File: config.mk
export PLATFORM = sky130hd
export DESIGN_NAME = ft245_stream_bridge_flat
export DESIGN_NICKNAME = d
export VERILOG_FILES = /design/src/rtl/ft245_stream_bridge_if.sv /design/src/rtl/ft245_stream_bridge.sv /design/src/flat_wrapper.sv
export SDC_FILE = /design/constraint.sdc
export NUM_CORES = 1
export LEC_CHECK = 0
export BUFFER_PORTS_ARGS = -buffer_cell sky130_fd_sc_hd__clkbuf_2
export CAP_MARGIN = 10
export CORE_MARGIN = 3
export CORE_UTILIZATION = 56
export CTS_BUF_LIST = sky130_fd_sc_hd__clkbuf_16
export DETAILED_ROUTE_END_ITERATION = 6
export GPL_TIMING_DRIVEN = 0
export PLACE_DENSITY = 0.83
export SETUP_SLACK_MARGIN = 0.02
export SLEW_MARGIN = 10
export SYNTH_ARGS = -nofsm -noshare
export SYNTH_HDL_FRONTEND = slang
export SYNTH_SLANG_ARGS = --single-unit
File: constraint.sdc
create_clock -name CLOCK_50 -period 2.95 [get_ports CLOCK_50]
set_clock_uncertainty 0.1 [all_clocks]
set_input_delay 0.59 -clock CLOCK_50 [delete_from_list [all_inputs] [get_ports CLOCK_50]]
set_output_delay 0.59 -clock CLOCK_50 [all_outputs]
set_load 0.02 [all_outputs]
File: src/rtl/ft245_stream_bridge_if.sv
// Pin bundle for the FT232H asynchronous 245-FIFO bus.
// The bridge is the master (drives strobes and data); the FT232H side is the slave.
interface ft245_stream_bridge_if;
   logic       ft_rxf_n;
   logic       ft_txe_n;
   logic [7:0] ft_data_in;
   logic [7:0] ft_data_out;
   logic       ft_data_oe;
   logic       ft_rd_n;
   logic       ft_wr_n;

   modport master (
      input  ft_rxf_n,
      input  ft_txe_n,
      input  ft_data_in,
      output ft_data_out,
      output ft_data_oe,
      output ft_rd_n,
      output ft_wr_n
   );

   modport slave (
      output ft_rxf_n,
      output ft_txe_n,
      output ft_data_in,
      input  ft_data_out,
      input  ft_data_oe,
      input  ft_rd_n,
      input  ft_wr_n
   );
endinterface

File: src/rtl/ft245_stream_bridge.sv
// FT232H 245-FIFO bridge: assembles RX bytes into words and streams a RAM block to the PC,
// least-significant byte first, with parameterised strobe widths and RAM read latency.
module ft245_stream_bridge #(
   parameter int WORD_BYTES = 1,
   parameter int ADDR_W     = 8,
   parameter int NR_WORDS   = 256,
   parameter int RAM_LAT    = 1,
   parameter int RD_LOW_CYC = 3,
   parameter int SETUP_CYC  = 1,
   parameter int WR_LOW_CYC = 2,
   parameter int RECOV_CYC  = 3
) (
   input  logic                    CLOCK_50,
   input  logic                    reset,
   ft245_stream_bridge_if.master   ft,
   input  logic                    tx_start,
   output logic [ADDR_W-1:0]       tx_addr,
   input  logic [8*WORD_BYTES-1:0] tx_word,
   output logic                    tx_busy,
   output logic                    tx_done,
   output logic [8*WORD_BYTES-1:0] rx_word,
   output logic                    rx_valid,
   output logic [3:0]              state_dbg
);

   localparam int IDX_W  = (WORD_BYTES > 1) ? $clog2(WORD_BYTES) : 1;
   localparam int CNT_W  = 16;
   localparam int WORD_W = 8 * WORD_BYTES;

   localparam logic [CNT_W-1:0]  RD_LOW_LAST = CNT_W'(RD_LOW_CYC - 1);
   localparam logic [CNT_W-1:0]  FETCH_LAST  = CNT_W'(RAM_LAT);
   localparam logic [CNT_W-1:0]  SETUP_LAST  = CNT_W'(SETUP_CYC - 1);
   localparam logic [CNT_W-1:0]  WR_LOW_LAST = CNT_W'(WR_LOW_CYC - 1);
   localparam logic [CNT_W-1:0]  RECOV_LAST  = CNT_W'(RECOV_CYC - 1);
   localparam logic [IDX_W-1:0]  RX_LAST     = IDX_W'(WORD_BYTES - 1);
   localparam logic [ADDR_W:0]   NR_WORDS_W  = (ADDR_W + 1)'(NR_WORDS);

   typedef enum logic [3:0] {
      IDLE     = 4'd0,
      RD_LOW   = 4'd1,
      RD_RECOV = 4'd2,
      TX_FETCH = 4'd3,
      TX_WAIT  = 4'd4,
      TX_SETUP = 4'd5,
      TX_LOW   = 4'd6,
      TX_RECOV = 4'd7
   } state_t;

   state_t             state_q, state_d;
   logic [CNT_W-1:0]   cnt_q, cnt_d;
   logic               rxf_meta_q, rxf_meta_d, rxf_sync_q, rxf_sync_d;
   logic               txe_meta_q, txe_meta_d, txe_sync_q, txe_sync_d;
   logic               rd_n_q, rd_n_d;
   logic               wr_n_q, wr_n_d;
   logic               oe_q, oe_d;
   logic [7:0]         data_out_q, data_out_d;
   logic [ADDR_W-1:0]  tx_addr_q, tx_addr_d;
   logic [ADDR_W:0]    word_cnt_q, word_cnt_d;
   logic [IDX_W-1:0]   byte_idx_q, byte_idx_d;
   logic [WORD_W-1:0]  shift_q, shift_d;
   logic               busy_q, busy_d;
   logic               done_q, done_d;
   logic [IDX_W-1:0]   rx_cnt_q, rx_cnt_d;
   logic [WORD_W-1:0]  rx_buf_q, rx_buf_d;
   logic [WORD_W-1:0]  rx_word_q, rx_word_d;
   logic               rx_valid_q, rx_valid_d;

   // Next-state logic; every pin-facing output is derived from the next state so it is registered.
   always_comb begin
      state_d    = state_q;
      cnt_d      = cnt_q;
      tx_addr_d  = tx_addr_q;
      word_cnt_d = word_cnt_q;
      byte_idx_d = byte_idx_q;
      shift_d    = shift_q;
      busy_d     = busy_q;
      done_d     = 1'b0;
      rx_cnt_d   = rx_cnt_q;
      rx_buf_d   = rx_buf_q;
      rx_word_d  = rx_word_q;
      rx_valid_d = 1'b0;
      data_out_d = data_out_q;
      rxf_meta_d = ft.ft_rxf_n;
      rxf_sync_d = rxf_meta_q;
      txe_meta_d = ft.ft_txe_n;
      txe_sync_d = txe_meta_q;

      case (state_q)
         IDLE: begin
            cnt_d = '0;
            if (tx_start) begin
               state_d = TX_FETCH;
               busy_d  = 1'b1;
            end else if (!rxf_sync_q) begin
               state_d = RD_LOW;
            end
         end
         RD_LOW: begin
            if (cnt_q == RD_LOW_LAST) begin
               cnt_d   = '0;
               state_d = RD_RECOV;
               for (int b = 0; b < WORD_BYTES; b++) begin
                  if (rx_cnt_q == IDX_W'(b)) begin
                     rx_buf_d[b*8 +: 8] = ft.ft_data_in;
                  end
               end
               if (rx_cnt_q == RX_LAST) begin
                  rx_cnt_d   = '0;
                  rx_word_d  = rx_buf_d;
                  rx_valid_d = 1'b1;
               end else begin
                  rx_cnt_d = rx_cnt_q + 1'b1;
               end
            end else begin
               cnt_d = cnt_q + 1'b1;
            end
         end
         RD_RECOV: begin
            if (cnt_q == RECOV_LAST) begin
               cnt_d   = '0;
               state_d = IDLE;
            end else begin
               cnt_d = cnt_q + 1'b1;
            end
         end
         TX_FETCH: begin
            if (cnt_q == FETCH_LAST) begin
               cnt_d      = '0;
               shift_d    = tx_word;
               byte_idx_d = '0;
               state_d    = TX_WAIT;
            end else begin
               cnt_d = cnt_q + 1'b1;
            end
         end
         TX_WAIT: begin
            cnt_d = '0;
            if (!txe_sync_q) begin
               state_d = TX_SETUP;
            end
         end
         TX_SETUP: begin
            if (cnt_q == SETUP_LAST) begin
               cnt_d   = '0;
               state_d = TX_LOW;
            end else begin
               cnt_d = cnt_q + 1'b1;
            end
         end
         TX_LOW: begin
            if (cnt_q == WR_LOW_LAST) begin
               cnt_d   = '0;
               state_d = TX_RECOV;
            end else begin
               cnt_d = cnt_q + 1'b1;
            end
         end
         TX_RECOV: begin
            if (cnt_q == RECOV_LAST) begin
               cnt_d      = '0;
               shift_d    = shift_q >> 8;
               byte_idx_d = byte_idx_q + 1'b1;
               if (int'(byte_idx_q) < WORD_BYTES - 1) begin
                  state_d = TX_WAIT;
               end else if ((word_cnt_q + 1'b1) < NR_WORDS_W) begin
                  word_cnt_d = word_cnt_q + 1'b1;
                  tx_addr_d  = tx_addr_q + 1'b1;
                  state_d    = TX_FETCH;
               end else begin
                  done_d     = 1'b1;
                  busy_d     = 1'b0;
                  tx_addr_d  = '0;
                  word_cnt_d = '0;
                  state_d    = IDLE;
               end
            end else begin
               cnt_d = cnt_q + 1'b1;
            end
         end
         default: begin
            state_d = IDLE;
            cnt_d   = '0;
         end
      endcase

      // Data stays driven through the first recovery cycle as hold time after WR# rises.
      rd_n_d = (state_d != RD_LOW);
      wr_n_d = (state_d != TX_LOW);
      oe_d   = (state_d == TX_SETUP) || (state_d == TX_LOW) ||
               ((state_d == TX_RECOV) && (cnt_d == '0));
      if (state_d == TX_SETUP) begin
         data_out_d = shift_q[7:0];
      end
   end

   always_ff @(posedge CLOCK_50 or posedge reset) begin
      if (reset) begin
         state_q    <= IDLE;
         cnt_q      <= '0;
         rxf_meta_q <= 1'b1;
         rxf_sync_q <= 1'b1;
         txe_meta_q <= 1'b1;
         txe_sync_q <= 1'b1;
         rd_n_q     <= 1'b1;
         wr_n_q     <= 1'b1;
         oe_q       <= 1'b0;
         data_out_q <= '0;
         tx_addr_q  <= '0;
         word_cnt_q <= '0;
         byte_idx_q <= '0;
         shift_q    <= '0;
         busy_q     <= 1'b0;
         done_q     <= 1'b0;
         rx_cnt_q   <= '0;
         rx_buf_q   <= '0;
         rx_word_q  <= '0;
         rx_valid_q <= 1'b0;
      end else begin
         state_q    <= state_d;
         cnt_q      <= cnt_d;
         rxf_meta_q <= rxf_meta_d;
         rxf_sync_q <= rxf_sync_d;
         txe_meta_q <= txe_meta_d;
         txe_sync_q <= txe_sync_d;
         rd_n_q     <= rd_n_d;
         wr_n_q     <= wr_n_d;
         oe_q       <= oe_d;
         data_out_q <= data_out_d;
         tx_addr_q  <= tx_addr_d;
         word_cnt_q <= word_cnt_d;
         byte_idx_q <= byte_idx_d;
         shift_q    <= shift_d;
         busy_q     <= busy_d;
         done_q     <= done_d;
         rx_cnt_q   <= rx_cnt_d;
         rx_buf_q   <= rx_buf_d;
         rx_word_q  <= rx_word_d;
         rx_valid_q <= rx_valid_d;
      end
   end

   assign ft.ft_rd_n      = rd_n_q;
   assign ft.ft_wr_n      = wr_n_q;
   assign ft.ft_data_oe   = oe_q;
   assign ft.ft_data_out  = data_out_q;
   assign tx_addr         = tx_addr_q;
   assign tx_busy         = busy_q;
   assign tx_done         = done_q;
   assign rx_word         = rx_word_q;
   assign rx_valid        = rx_valid_q;
   assign state_dbg       = state_q;

endmodule
File: src/flat_wrapper.sv
// flat-port wrapper written by rule: the top's interface ports become plain ports
module ft245_stream_bridge_flat 
#(
   parameter int WORD_BYTES = 1,
   parameter int ADDR_W     = 8,
   parameter int NR_WORDS   = 256,
   parameter int RAM_LAT    = 1,
   parameter int RD_LOW_CYC = 3,
   parameter int SETUP_CYC  = 1,
   parameter int WR_LOW_CYC = 2,
   parameter int RECOV_CYC  = 3
)
  (CLOCK_50, reset, tx_start, tx_addr, tx_word, tx_busy, tx_done, rx_word, rx_valid, state_dbg, ft_ft_rxf_n, ft_ft_txe_n, ft_ft_data_in, ft_ft_data_out, ft_ft_data_oe, ft_ft_rd_n, ft_ft_wr_n);
  ft245_stream_bridge_if ft_i ();
  input  logic CLOCK_50;
  input  logic reset;
  input  logic tx_start;
  output logic [ADDR_W-1:0] tx_addr;
  input  logic [8*WORD_BYTES-1:0] tx_word;
  output logic tx_busy;
  output logic tx_done;
  output logic [8*WORD_BYTES-1:0] rx_word;
  output logic rx_valid;
  output logic [3:0] state_dbg;
  input wire logic [$bits(ft_i.ft_rxf_n)-1:0] ft_ft_rxf_n;
  input wire logic [$bits(ft_i.ft_txe_n)-1:0] ft_ft_txe_n;
  input wire logic [$bits(ft_i.ft_data_in)-1:0] ft_ft_data_in;
  output wire logic [$bits(ft_i.ft_data_out)-1:0] ft_ft_data_out;
  output wire logic [$bits(ft_i.ft_data_oe)-1:0] ft_ft_data_oe;
  output wire logic [$bits(ft_i.ft_rd_n)-1:0] ft_ft_rd_n;
  output wire logic [$bits(ft_i.ft_wr_n)-1:0] ft_ft_wr_n;
  assign ft_i.ft_rxf_n = ft_ft_rxf_n;
  assign ft_i.ft_txe_n = ft_ft_txe_n;
  assign ft_i.ft_data_in = ft_ft_data_in;
  assign ft_ft_data_out = ft_i.ft_data_out;
  assign ft_ft_data_oe = ft_i.ft_data_oe;
  assign ft_ft_rd_n = ft_i.ft_rd_n;
  assign ft_ft_wr_n = ft_i.ft_wr_n;
  ft245_stream_bridge #(.WORD_BYTES(WORD_BYTES), .ADDR_W(ADDR_W), .NR_WORDS(NR_WORDS), .RAM_LAT(RAM_LAT), .RD_LOW_CYC(RD_LOW_CYC), .SETUP_CYC(SETUP_CYC), .WR_LOW_CYC(WR_LOW_CYC), .RECOV_CYC(RECOV_CYC)) u_core (.CLOCK_50(CLOCK_50), .reset(reset), .ft(ft_i), .tx_start(tx_start), .tx_addr(tx_addr), .tx_word(tx_word), .tx_busy(tx_busy), .tx_done(tx_done), .rx_word(rx_word), .rx_valid(rx_valid), .state_dbg(state_dbg));
endmodule
# Word level (Yosys, flattened, before mapping)
# Index checks and enable logic that the tools add are counted.
# classes
reduce_logical	15
eq_ne	18
add_sub_neg	4
mux	32
bitwise_logic	1
n_lt_le_gt_ge	1
# op_table
operator	n
$mux 16	3
$pmux 16 s3	1
$mux 4	9
$logic_not 16->1	2
$mux 8	4
$pmux 4 s8	1
$eq 4x3->1 const B	7
$add 16x1->16 const B	1
$eq 16x1->1 const B	1
$eq 16x2->1 const B	1
$pmux 8 s2	1
$mux 1	10
$add 9x1->9 const B	1
$lt 9x9->1 const B	1
$mux 9	1
$add 8x1->8 const B	1
$eq 4x2->1 const B	2
$reduce_and 3->1	2
$eq 4x1->1 const B	1
$logic_not 4->1	1
$ne 2x1->1 const B	2
$ne 2x2->1 const B	2
$ne 4x1->1 const B	1
$ne 4x3->1 const B	1
11 further kinds	14
# word_totals
ff_bits	80
word_cells	90
input_bits	21

# Longest topological paths before layout
# logic_depth
word_depth	8
mapped_depth	9
ltp_nobuf	8

# Worst setup path before layout
# OpenSTA, ideal clock, no wires.
# synth_path
path_type	register -> register
from	reg u_core.cnt_q[0]
to	reg u_core.shift_q[0]
synth_period_minus_slack_ns	2.366
stages_incl_launch_ff	10
arrival_ns	2.145
path_buffers	2
setup_slack_ns	0.584
path_cell_list	dfrtp_1 -> inv_1 -> ha_1 -> nor4b_2 -> nand4_4 -> or3_1 -> buf_2 -> and2_1 -> buf_2 -> a22o_1
# synth_via
elab_chain_cells	3
# synth_lines
element	line_no	rtl
start, declared	ft245_stream_bridge.sv:50	logic [CNT_W-1:0] cnt_q, cnt_d;
start signal, assigned	ft245_stream_bridge.sv:220	cnt_q <= cnt_d;
$eq 16x1->1 / $eq 16x2->1 (equally long branches)	ft245_stream_bridge.sv:127, ft245_stream_bridge.sv:159	
$ne 2x1->1 (no line)	-	
$reduce_and 3->1 (no line) *	-	
end signal, assigned	ft245_stream_bridge.sv:232	shift_q <= shift_d;
end, declared	ft245_stream_bridge.sv:60	logic [WORD_W-1:0] shift_q, shift_d;
# Mark *: on every way between the ends. The rest lies on a longest branch, timed or not.
# A chain may end at the register's enable or synchronous reset.

# Final worst setup path
# layout_path
from	reg u_core.cnt_q[0]
to	reg u_core.shift_q[3]
# The elaborated chain is that of the path after synthesis.

==> summary.md <==
| Metric | Value |
|---|---|
| Horizontal extent of the die | 83.9 um |
| Hold crit path type | input pin to asynchronous set/reset pin |
| Async S/R FF share, synth | 100% |
| Classification of the worst setup path | flip-flop to flip-flop |
| Detailed route wirelength on metal2 | approximately 3600 um |
| Cell depth of the worst flop-to-flop path | 9 |
| Die area | approximately 0.0070 mm^2 |
| CP startpoint kind | flip-flop |
| Portion of the clock cycle consumed by the worst path in the final layout | between 90% and 100% |
| Maximum number of pins on one net before global-route repair | 49 |
| Placed wire-length estimate | slightly below 5000 um |
| Vias | 2730 |
| Num CTS Buffers | 9 |
| Number of failing hold endpoints at the final stage | 0 |
| DR iter-0 viols | 174 |
| Max rail drop VDD | roughly 0.00062 V |
| Final design utilization | a little over 70% |
| Commonest register cell after synthesis | dfrtp_1 |
| Routed vias/inst | a little under 6 |
| Peak Freq | ~370 MHz |
| Routed length per instance | 15.2 um |
| Detailed Route WL | 7200 um |
| Total Power Consumption | roughly 0.0029 W |
| GRT Total Usage | between 20% and 30% |
| Root buffer cell | clkbuf_16 |
| First-pass GRT wire length | ~12000 um |
| Reg2Reg Setup Slack | 0.26 ns |
| Sinks on the clock net | 70 |
| Largest driver fanout on the critical path | 8 |
| Net count, final | 423 |
| Number of remaining DRC errors | 0 |
| Number of placement rows | 27 |
| Clock tree from TritonCTS | done |
| Clk_lat worst skew | between 0.3 and 0.4 ns |
| Average footprint of a synthesized cell | between 10 and 15 um^2 |
| P&R area growth vs syn | 20.4% |
| Effective utilization at floorplan | 59.8% |
| Critical Path End Type | flip-flop |
| Routability congestion estimate from global placement | approximately 0.9 |
| Number of synthesized flops with an enable pin | 0 |
| I/O pin count | 55 |
| Final count of negative-setup-slack endpoints | 0 |
| Run status | completed |
| Count of state elements after synthesis | 70 |
| Maximum number of buffers from clock root to sink | 2 |
| Worst slew slack as a fraction of its limit | 62.8% |
| Global route overflow | 0 |
| Topmost layer with routed signal wires | met4 |
| Number of global-route vias before repair | 2739 |
| Worst Max-Slew Pin Slew | approximately 0.55 ns |
| Crit Reg-Reg Startpoint | u_core.cnt_q[0] |
| Pwr/cell area | 706 mW/mm^2 |
| DR pass1 iterations | 4 |
| Summed instance area of the synthesized netlist | about 0.0034 mm^2 |
| CP required | 3.06 ns |
| Gate count of the mapped netlist | 330 |
| Syn nets | 357 |
| Number of buffers inserted by post-CTS setup repair | 0 |
| Post-layout minimum cycle time | approximately 2.7 ns |
| M1 wire length | around 3100 um |
| Synthesis warning total | 0 |
| Seq/Total Area, Yosys | 51.8% |
| CORE AREA | between 0.005 and 0.006 mm^2 |
| Number of routed nets with antenna violations | 0 |
| Count of unique library cells instantiated by Yosys | 54 |
| Static Leakage | between 1.5 and 2 nW |
| Max Slew Vio Count | 0 |
| Capture point of the worst reg-to-reg path | u_core.shift_q[3] |
| Max-capacitance violation count | 0 |
| Met3 wirelength from detailed routing | 429 um |
| Fraction of final layout cells with drive strength greater than 1 | a little over a quarter |
| CTS clock-pin slew for the worst setup and hold paths | ~0.060 ns |
| Endpoint arrival time on the critical path | approximately 2.8 ns |
| Die extent in y | 83.9 um |
| Number of H-tree branching levels | 3 |
| IO buf count | 54 |
| Antenna cell count | 0 |
| Setup repair after global routing missed its margin | no |
| Antenna violations before repair | 0 |
cell type report:
cell class              instances  area, um^2
repair buffers                 55         298
inverters                       9        36.3
clock inverters                 7        72.6
plain buffers                  14        72.6
well taps                      72        90.1
clock buffers                   9         225
flip-flops and latches         70        1760
fillers                       413        1590
multi-input cells             237        1540
placed cells by master (no fill, tap or decap), types with 12 or more instances in the layout:
cell type / count
xor2_1: 12
nand3_1: 18
nand2_1: 44
nor2_1: 28
dfrtp_1: 64
nand4_1: 12
clkbuf_2: 54
o21ai_0: 12
registers in the layout (all words and copies together) (netlist names):
| register | cells |
|---|---|
| u_core.ft.ft_data_oe | 1 |
| u_core.tx_done | 1 |
| u_core.word_cnt_q | 8 |
| u_core.rx_valid | 1 |
| u_core.ft.ft_data_out | 8 |
| u_core.txe_sync_q | 1 |
| u_core.txe_meta_q | 1 |
| u_core.state_dbg | 4 |
| u_core.rxf_sync_q | 1 |
| u_core.tx_busy | 1 |
| u_core.rxf_meta_q | 1 |
| u_core.rx_buf_q | 1 |
| u_core.ft.ft_wr_n | 1 |
| u_core.cnt_q | 16 |
| u_core.ft.ft_rd_n | 1 |
| u_core.rx_word | 7 |
| u_core.shift_q | 8 |
| u_core.tx_addr | 8 |
cell usage after synthesis (2+ instances only):
library cell	instances	area, um^2
nor4_1	2	12.5
dfrtp_1	64	1600
nand3_1	18	90.1
mux2_2	8	90.1
nand4_2	2	25.0
o31ai_1	2	15.0
nand2_1	44	165
and4_1	5	43.8
o2111ai_1	2	17.5
nand4_1	12	75.1
inv_1	9	33.8
ha_1	6	75.1
xor2_1	12	105
nor4_4	2	42.5
o2111a_1	2	22.5
nor2_1	28	105
buf_2	4	20.0
a22o_1	9	78.8
a21oi_1	9	45.0
dfstp_2	6	158
and3_1	6	37.5
buf_4	2	15.0
and2_1	4	25.0
xnor2_1	7	61.3
o21ai_0	12	60.1
o21a_1	2	15.0
nor2b_1	3	18.8
clkbuf_1	7	26.3
o21ai_2	2	17.5
nand2b_1	2	12.5
nor3_1	10	50.1
or3_1	4	25.0
a31oi_1	2	12.5
per-layer routing:
| metal | vias to the layer above | track usage [%] |
|---|---|---|
| li1 | 1317 | - |
| met1 | 1295 | 26.6 |
| met2 | 100 | 36.8 |
| met3 | 18 | 5.92 |
| met4 | 0 | 7.89 |
| met5 | - | 0 |
what timing repair did:
| item | 4_1_cts | 5_1_grt |
|---|---|---|
| gates resized for setup | 0 | 1 |
| hold buffers | 0 | 0 |
| setup endpoints to repair | 0 | 2 |
cells by family (layout without fill, tap and decap cells):
group | after synthesis | count (layout) | synth area share (%)
buffers and inverters | 23 | 94 | 3.13
adder cells (fa/ha/maj) | 6 | 6 | 2.21
other | 1 | 1 | 0.110
multiplexers | 9 | 9 | 2.95
AO/OA/AOI/OAI | 53 | 53 | 11.2
AND/OR/NAND/NOR | 149 | 149 | 23.7
flip-flops | 70 | 70 | 51.8
XOR/XNOR | 19 | 19 | 4.90
critical path: stages (launching register included):
cell	delay [ns]
dfrtp_1	0.45
inv_1	0.14
ha_1	0.25
nor4b_2	0.33
nand4_4	0.21
or3_1	0.41
buf_2	0.16
and2_1	0.16
buf_2	0.16
a22o_1	0.20
worst max-delay path by stage:
stage | slack [ns] | endpoint | start
detailed placement | 0.22 | u_core.word_cnt_q[7] | u_core.cnt_q[0]
floorplan | 0.50 | u_core.cnt_q[0] | reset
CTS | 0.17 | u_core.word_cnt_q[7] | u_core.cnt_q[0]
finish | 0.26 | u_core.shift_q[3] | u_core.cnt_q[0]
global placement | -0.23 | u_core.tx_addr[6] | reset
global route | 0.04 | u_core.ft.ft_data_oe | u_core.cnt_q[0]
metrics by stage:
stage	area [um^2]	setup slack (ns)	hold slack (ns)	TNS, ns	instances
after floorplan	3400	0.502	0.245	0	330
after global placement	3760	-0.226	0.247	-14.35	456
after detailed placement	3790	0.219	0.248	0	457
after CTS	4080	0.170	0.102	0	473
after global routing	4090	0.0354	0.116	0	473
final	4090	0.262	0.104	0	473
report_power, final:
part / internal [W] / leakage (nW) / switching [W]
logic: 0.000235 / 0.890 / 0.000423
registers: 0.00109 / 0.907 / 0.0000801
clock network: 0.000654 / 0.142 / 0.000400
Power figures use the tool's default switching activity.
